<file path="config.mk">
export PLATFORM = sky130hd
export DESIGN_NAME = llr_chan_buffer_flat
export DESIGN_NICKNAME = d
export VERILOG_FILES = /design/src/rtl/llr_chan_buffer_if.sv /design/src/rtl/llr_chan_buffer.sv /design/src/flat_wrapper.sv
export SDC_FILE = /design/constraint.sdc
export NUM_CORES = 1
export LEC_CHECK = 0
export BUFFER_PORTS_ARGS = -buffer_cell sky130_fd_sc_hd__clkbuf_2
export CAP_MARGIN = 20
export CORE_UTILIZATION = 60
export CTS_CLUSTER_SIZE = 16
export DETAILED_ROUTE_END_ITERATION = 6
export PLACE_DENSITY = 0.85
export REMOVE_ABC_BUFFERS = 1
export SYNTH_ARGS = -nofsm -noshare
export SYNTH_HDL_FRONTEND = slang
export SYNTH_SLANG_ARGS = --single-unit
export TNS_END_PERCENT = 1
</file>
<file path="constraint.sdc">
create_clock -name clk -period 2.7 [get_ports clk]
set_clock_uncertainty 0.05 [all_clocks]
set_input_delay 0.54 -clock clk [delete_from_list [all_inputs] [get_ports clk]]
set_output_delay 0.54 -clock clk [all_outputs]
set_load 0.02 [all_outputs]
</file>
<file path="src/rtl/llr_chan_buffer_if.sv">
// Bundles the channel-LLR write stream, the PE pair-read port and the frame
// control/status signals of llr_chan_buffer into a single interface.
interface llr_chan_buffer_if #(
   parameter int DATA_WIDTH = 8,
   parameter int IN_WIDTH   = 12,
   parameter int N          = 8
);
   localparam int PW = (N > 2) ? $clog2(N / 2) : 1;

   logic                         in_valid;
   logic signed [IN_WIDTH-1:0]   in_data;
   logic                         in_last;
   logic                         in_ready;
   logic                         frame_rdy;
   logic                         rd_en;
   logic [PW-1:0]                rd_pair_addr;
   logic signed [DATA_WIDTH-1:0] a_out;
   logic signed [DATA_WIDTH-1:0] b_out;
   logic                         rd_valid;
   logic                         frame_done;
   logic                         frame_err;

   modport slave (
      input  in_valid, in_data, in_last, rd_en, rd_pair_addr, frame_done,
      output in_ready, frame_rdy, a_out, b_out, rd_valid, frame_err
   );

   modport master (
      output in_valid, in_data, in_last, rd_en, rd_pair_addr, frame_done,
      input  in_ready, frame_rdy, a_out, b_out, rd_valid, frame_err
   );
endinterface

</file>
<file path="src/rtl/llr_chan_buffer.sv">
// Channel-side input stage of the SC polar decoder: saturates serial channel
// LLRs into a ping-pong frame buffer and serves stage-0 (a, b) pairs to the PE.
module llr_chan_buffer #(
   parameter int DATA_WIDTH = 8,
   parameter int IN_WIDTH   = 12,
   parameter int N          = 8
) (
   input  logic             clk,
   input  logic             rst,
   llr_chan_buffer_if.slave bus
);
   localparam int AW   = $clog2(N);
   localparam int HALF = N / 2;
   localparam logic signed [IN_WIDTH-1:0] SAT_MAX  = IN_WIDTH'((2 ** (DATA_WIDTH - 1)) - 1);
   localparam logic signed [IN_WIDTH-1:0] SAT_MIN  = -SAT_MAX;
   localparam logic [AW-1:0]              LAST_IDX = AW'(N - 1);

   logic signed [DATA_WIDTH-1:0] mem [2][N];

   logic                         wr_bank;
   logic                         rd_bank;
   logic [AW-1:0]                wr_cnt;
   logic [1:0]                   bank_full;
   logic [1:0]                   bank_full_nxt;
   logic signed [DATA_WIDTH-1:0] a_q;
   logic signed [DATA_WIDTH-1:0] b_q;
   logic                         rd_valid_q;
   logic                         frame_err_q;

   logic                         in_ready_w;
   logic                         frame_rdy_w;
   logic                         wr_fire;
   logic                         at_end;
   logic                         rd_fire;
   logic                         rel_fire;
   logic [AW-1:0]                addr_a;
   logic [AW-1:0]                addr_b;
   logic signed [DATA_WIDTH-1:0] sat_data;

   assign in_ready_w  = ~bank_full[wr_bank];
   assign frame_rdy_w = bank_full[rd_bank];
   assign wr_fire     = bus.in_valid & in_ready_w;
   assign at_end      = (wr_cnt == LAST_IDX);
   assign rd_fire     = bus.rd_en & frame_rdy_w;
   assign rel_fire    = bus.frame_done & frame_rdy_w;
   assign addr_a      = AW'(bus.rd_pair_addr);
   assign addr_b      = addr_a + AW'(HALF);

   assign bus.in_ready  = in_ready_w;
   assign bus.frame_rdy = frame_rdy_w;
   assign bus.a_out     = a_q;
   assign bus.b_out     = b_q;
   assign bus.rd_valid  = rd_valid_q;
   assign bus.frame_err = frame_err_q;

   // Symmetric clamp so the PE can always negate an operand without overflow.
   always_comb begin
      sat_data = bus.in_data[DATA_WIDTH-1:0];
      if (bus.in_data > SAT_MAX) begin
         sat_data = SAT_MAX[DATA_WIDTH-1:0];
      end else if (bus.in_data < SAT_MIN) begin
         sat_data = SAT_MIN[DATA_WIDTH-1:0];
      end
   end

   // Commit and release can never hit the same bank in one cycle, so both apply.
   always_comb begin
      bank_full_nxt = bank_full;
      if (wr_fire && at_end) begin
         bank_full_nxt[wr_bank] = 1'b1;
      end
      if (rel_fire) begin
         bank_full_nxt[rd_bank] = 1'b0;
      end
   end

   always_ff @(posedge clk) begin
      if (wr_fire) begin
         mem[wr_bank][wr_cnt] <= sat_data;
      end
   end

   always_ff @(posedge clk or posedge rst) begin
      if (rst) begin
         wr_bank     <= 1'b0;
         rd_bank     <= 1'b0;
         wr_cnt      <= '0;
         bank_full   <= 2'b00;
         a_q         <= '0;
         b_q         <= '0;
         rd_valid_q  <= 1'b0;
         frame_err_q <= 1'b0;
      end else begin
         bank_full   <= bank_full_nxt;
         rd_valid_q  <= rd_fire;
         frame_err_q <= 1'b0;

         // A full count always commits; a short frame ending in in_last is dropped.
         if (wr_fire) begin
            if (at_end) begin
               wr_bank     <= ~wr_bank;
               wr_cnt      <= '0;
               frame_err_q <= ~bus.in_last;
            end else if (bus.in_last) begin
               wr_cnt      <= '0;
               frame_err_q <= 1'b1;
            end else begin
               wr_cnt      <= wr_cnt + AW'(1);
            end
         end

         // The read uses the pre-toggle rd_bank when it coincides with a release.
         if (rd_fire) begin
            a_q <= mem[rd_bank][addr_a];
            b_q <= mem[rd_bank][addr_b];
         end

         if (rel_fire) begin
            rd_bank <= ~rd_bank;
         end
      end
   end
endmodule

</file>
<file path="src/flat_wrapper.sv">
// flat-port wrapper written by rule: the top's interface ports become plain ports
module llr_chan_buffer_flat 
#(
   parameter int DATA_WIDTH = 8,
   parameter int IN_WIDTH   = 12,
   parameter int N          = 8
)
  (clk, rst, bus_in_valid, bus_in_data, bus_in_last, bus_rd_en, bus_rd_pair_addr, bus_frame_done, bus_in_ready, bus_frame_rdy, bus_a_out, bus_b_out, bus_rd_valid, bus_frame_err);
  llr_chan_buffer_if #(.DATA_WIDTH(DATA_WIDTH), .IN_WIDTH(IN_WIDTH), .N(N)) bus_i ();
  input  logic clk;
  input  logic rst;
  input wire logic [$bits(bus_i.in_valid)-1:0] bus_in_valid;
  input wire logic [$bits(bus_i.in_data)-1:0] bus_in_data;
  input wire logic [$bits(bus_i.in_last)-1:0] bus_in_last;
  input wire logic [$bits(bus_i.rd_en)-1:0] bus_rd_en;
  input wire logic [$bits(bus_i.rd_pair_addr)-1:0] bus_rd_pair_addr;
  input wire logic [$bits(bus_i.frame_done)-1:0] bus_frame_done;
  output wire logic [$bits(bus_i.in_ready)-1:0] bus_in_ready;
  output wire logic [$bits(bus_i.frame_rdy)-1:0] bus_frame_rdy;
  output wire logic [$bits(bus_i.a_out)-1:0] bus_a_out;
  output wire logic [$bits(bus_i.b_out)-1:0] bus_b_out;
  output wire logic [$bits(bus_i.rd_valid)-1:0] bus_rd_valid;
  output wire logic [$bits(bus_i.frame_err)-1:0] bus_frame_err;
  assign bus_i.in_valid = bus_in_valid;
  assign bus_i.in_data = bus_in_data;
  assign bus_i.in_last = bus_in_last;
  assign bus_i.rd_en = bus_rd_en;
  assign bus_i.rd_pair_addr = bus_rd_pair_addr;
  assign bus_i.frame_done = bus_frame_done;
  assign bus_in_ready = bus_i.in_ready;
  assign bus_frame_rdy = bus_i.frame_rdy;
  assign bus_a_out = bus_i.a_out;
  assign bus_b_out = bus_i.b_out;
  assign bus_rd_valid = bus_i.rd_valid;
  assign bus_frame_err = bus_i.frame_err;
  llr_chan_buffer #(.DATA_WIDTH(DATA_WIDTH), .IN_WIDTH(IN_WIDTH), .N(N)) u_core (.clk(clk), .rst(rst), .bus(bus_i));
endmodule
</file>
==> results.toml <==
[synth]
yosys.area.top_type = "edfxtp_1"
synth_area_leaders = "edfxtp_1 62%, dfrtp_1 10%, mux2_2 6.4%"
syn_area_per_cell_um2 = 16.7
ys_seq_area_frac = 0.722
synth_top_area_share = 0.621
synth_seq_cells = 153
synth_area_mm2 = 0.00619
async_flop_share = 0.163
synthCells = 371
synth_edf_count = 128
yosys_warnings = 0
ys.flop_type = "edfxtp_1"
yosys.cell_types.count = 34

[sta]
setup_violations = 0
fmax_ghz = 0.423
maxSlewViolCount = 0
min_period_ps = 2370
worst_pin_slew_ps = 768
period_share = 0.876
hold_violations = 0
maxSlewHeadroom = 0.486
rsz0062_at_grt = "no"
timing.setup.tns_ps = 0

[layout]
final_common_cell = "edfxtp_1"
mostFrequentLayoutCells = "128 x edfxtp_1, 39 x clkbuf_2, 35 x mux2_2"
area_growth_pct = 14.9
drive_above_1_share = 0.301
antenna_cells = 0
utilization = 0.721
nNetsFinal = 447

[route]
vias = 3623
drt_iter0_markers = 372
detail_route.wl_per_cell_um = 23.2
antenna_left = 0
vias_per_cell = 6.35
drt_wl_total_mm = 13.2
drcViolationCount = 0
drtPass1Iterations = 6

[critical_path]
r2r_cells = 3
cp-startpoint = "u_core.wr_bank"
arrival_ps = 2470
path_max_fanout = 9
r2r_end = "u_core.mem[0][9]"
r2r_setup_slack_ps = 330
path_class = "register to register"
cp-start-kind = "register"
cp-endpoint = "u_core.mem[0][9]"
worstSetupEndpointType = "register"
r2r_start = "u_core.wr_bank"
required_ps = 2810

[floorplan]
start_util = 0.627
die_y_um = 104
dieArea_mm2 = 0.0107
num_rows = 36
fp.coreArea_mm2 = 0.00986
num_io_pins = 40
fp.dieW_um = 104

[clock_tree]
h-tree-depth = 4
ctsResizeCount = 0
cts_made_buffers = 17
clock-sinks = 153
cts_buffer_depth = 2
root_buffer = "clkbuf_8"
clk_pin_slew_worst_paths_ps = 60
clock_latency_ps = 530
tritoncts = "done"

[grt]
grt_use_total = 0.259
grt_overflow = 0
grt_pass1_vias = 3525
grt_max_degree = 69
grt_pass1_wl_mm = 20.0
antenna_found_initial = 0

[outcome]
status = "finished, final reports clean"

[power_and_ir_drop]
vdd_drop_max_mv = 0.449
power_density_mw_per_mm2 = 801
leakagePower_nw = 2.48

[job]
drv_cap = 0

[placement]
portBuffers = 39
hpwl_mm = 8.52
gp_congestion = 0.778

[hold_path]
hold_path.class = "primary input to register"
how the worst min path moves through the flow:
stage	endpoint	start	cells past startpoint	slack (ps)
2_1_floorplan	u_core.rd_bank	u_core.bank_full[1]	1	490
3_3_place_gp	u_core.bus.b_out[7]	u_core.bus.b_out[7]	2	450
3_5_place_dp	u_core.bus.b_out[4]	u_core.bus.b_out[4]	2	460
4_1_cts	u_core.bus.a_out[4]	rst	2	180
5_1_grt	u_core.bank_full[1]	bus_frame_done	2	210
6_report	u_core.bank_full[1]	bus_frame_done	2	220
cells by family after synthesis:
logic type,synth area share
fa+ha+maj,0.00404
compound gates,0.0975
flops,0.722
mux,0.120
buf+inv,0.0220
xor+xnor,0.00142
simple gates,0.0326
stage by stage:
stage / setup slack [ps] / hold slack, ps / power (mW) / instance area (µm²) / cells
finish: 335 / 218 / 5.69 / 7110 / 571
global route: 285 / 209 / 5.86 / 7110 / 571
CTS: 424 / 184 / 5.69 / 7060 / 567
detailed placement: 417 / 463 / 3.70 / 6550 / 535
global placement: 541 / 450 / 3.66 / 6550 / 535
floorplan: -783 / 487 / 3.44 / 6070 / 349
power breakdown:
group | internal [mW] | switching (mW)
Combinational | 0.386 | 0.518
Sequential | 2.70 | 0.0719
Clock | 1.12 | 0.900
critical path, cell delays in order, from the launching register on:
cell	delay, ps
dfrtp_1	500
mux2i_2	380
nand4b_1	360
nor2_1	710
routing by layer:
| layer | track usage | wire length (µm) | share of wire |
|---|---|---|---|
| met1 | 0.342 | 5430 | 0.41 |
| met2 | 0.417 | 6570 | 0.50 |
| met3 | 0.0491 | 779 | 0.059 |
| met4 | 0.127 | 445 | 0.034 |
| met5 | 0 | 0 | 0 |
sequential cells by signal, indices dropped and copies added, names as in the netlist, 2 cells and up:
name              count
u_core.bank_full      2
u_core.bus.a_out      8
u_core.bus.b_out      8
u_core.mem          128
u_core.wr_cnt         3
synth_stat cells, types with 3 or more instances:
master and instances:
dfrtp_1 25, mux2_2 35, o31ai_2 9, nor4_1 6, nor2_1 15, o22ai_1 16
a22o_1 16, mux2i_1 32, inv_1 5, nand2b_1 4, a2bb2oi_1 6, nand2_1 4
a31oi_1 3, edfxtp_1 128, o31ai_1 9, clkbuf_1 9, buf_4 3, o21ai_0 17
buf_2 7
what timing repair did:
| action | in CTS | in global routing |
|---|---|---|
| setup endpoints to repair | 0 | 0 |
| endpoints found under the hold margin | 0 | 6 |
| hold buffers | 0 | 1 |
| buffers inserted | 0 | 0 |
final cells by class:
type / count / area (µm²)
Sequential cell: 153 / 4470
Clock inverter: 12 / 81.3
Multi-Input combinational cell: 191 / 1580
Inverter: 5 / 18.8
Timing Repair Buffer: 57 / 365
Tap cell: 133 / 166
Fill cell: 607 / 2760
Clock buffer: 20 / 425
Note: power is estimated with default switching activity, not from simulation.
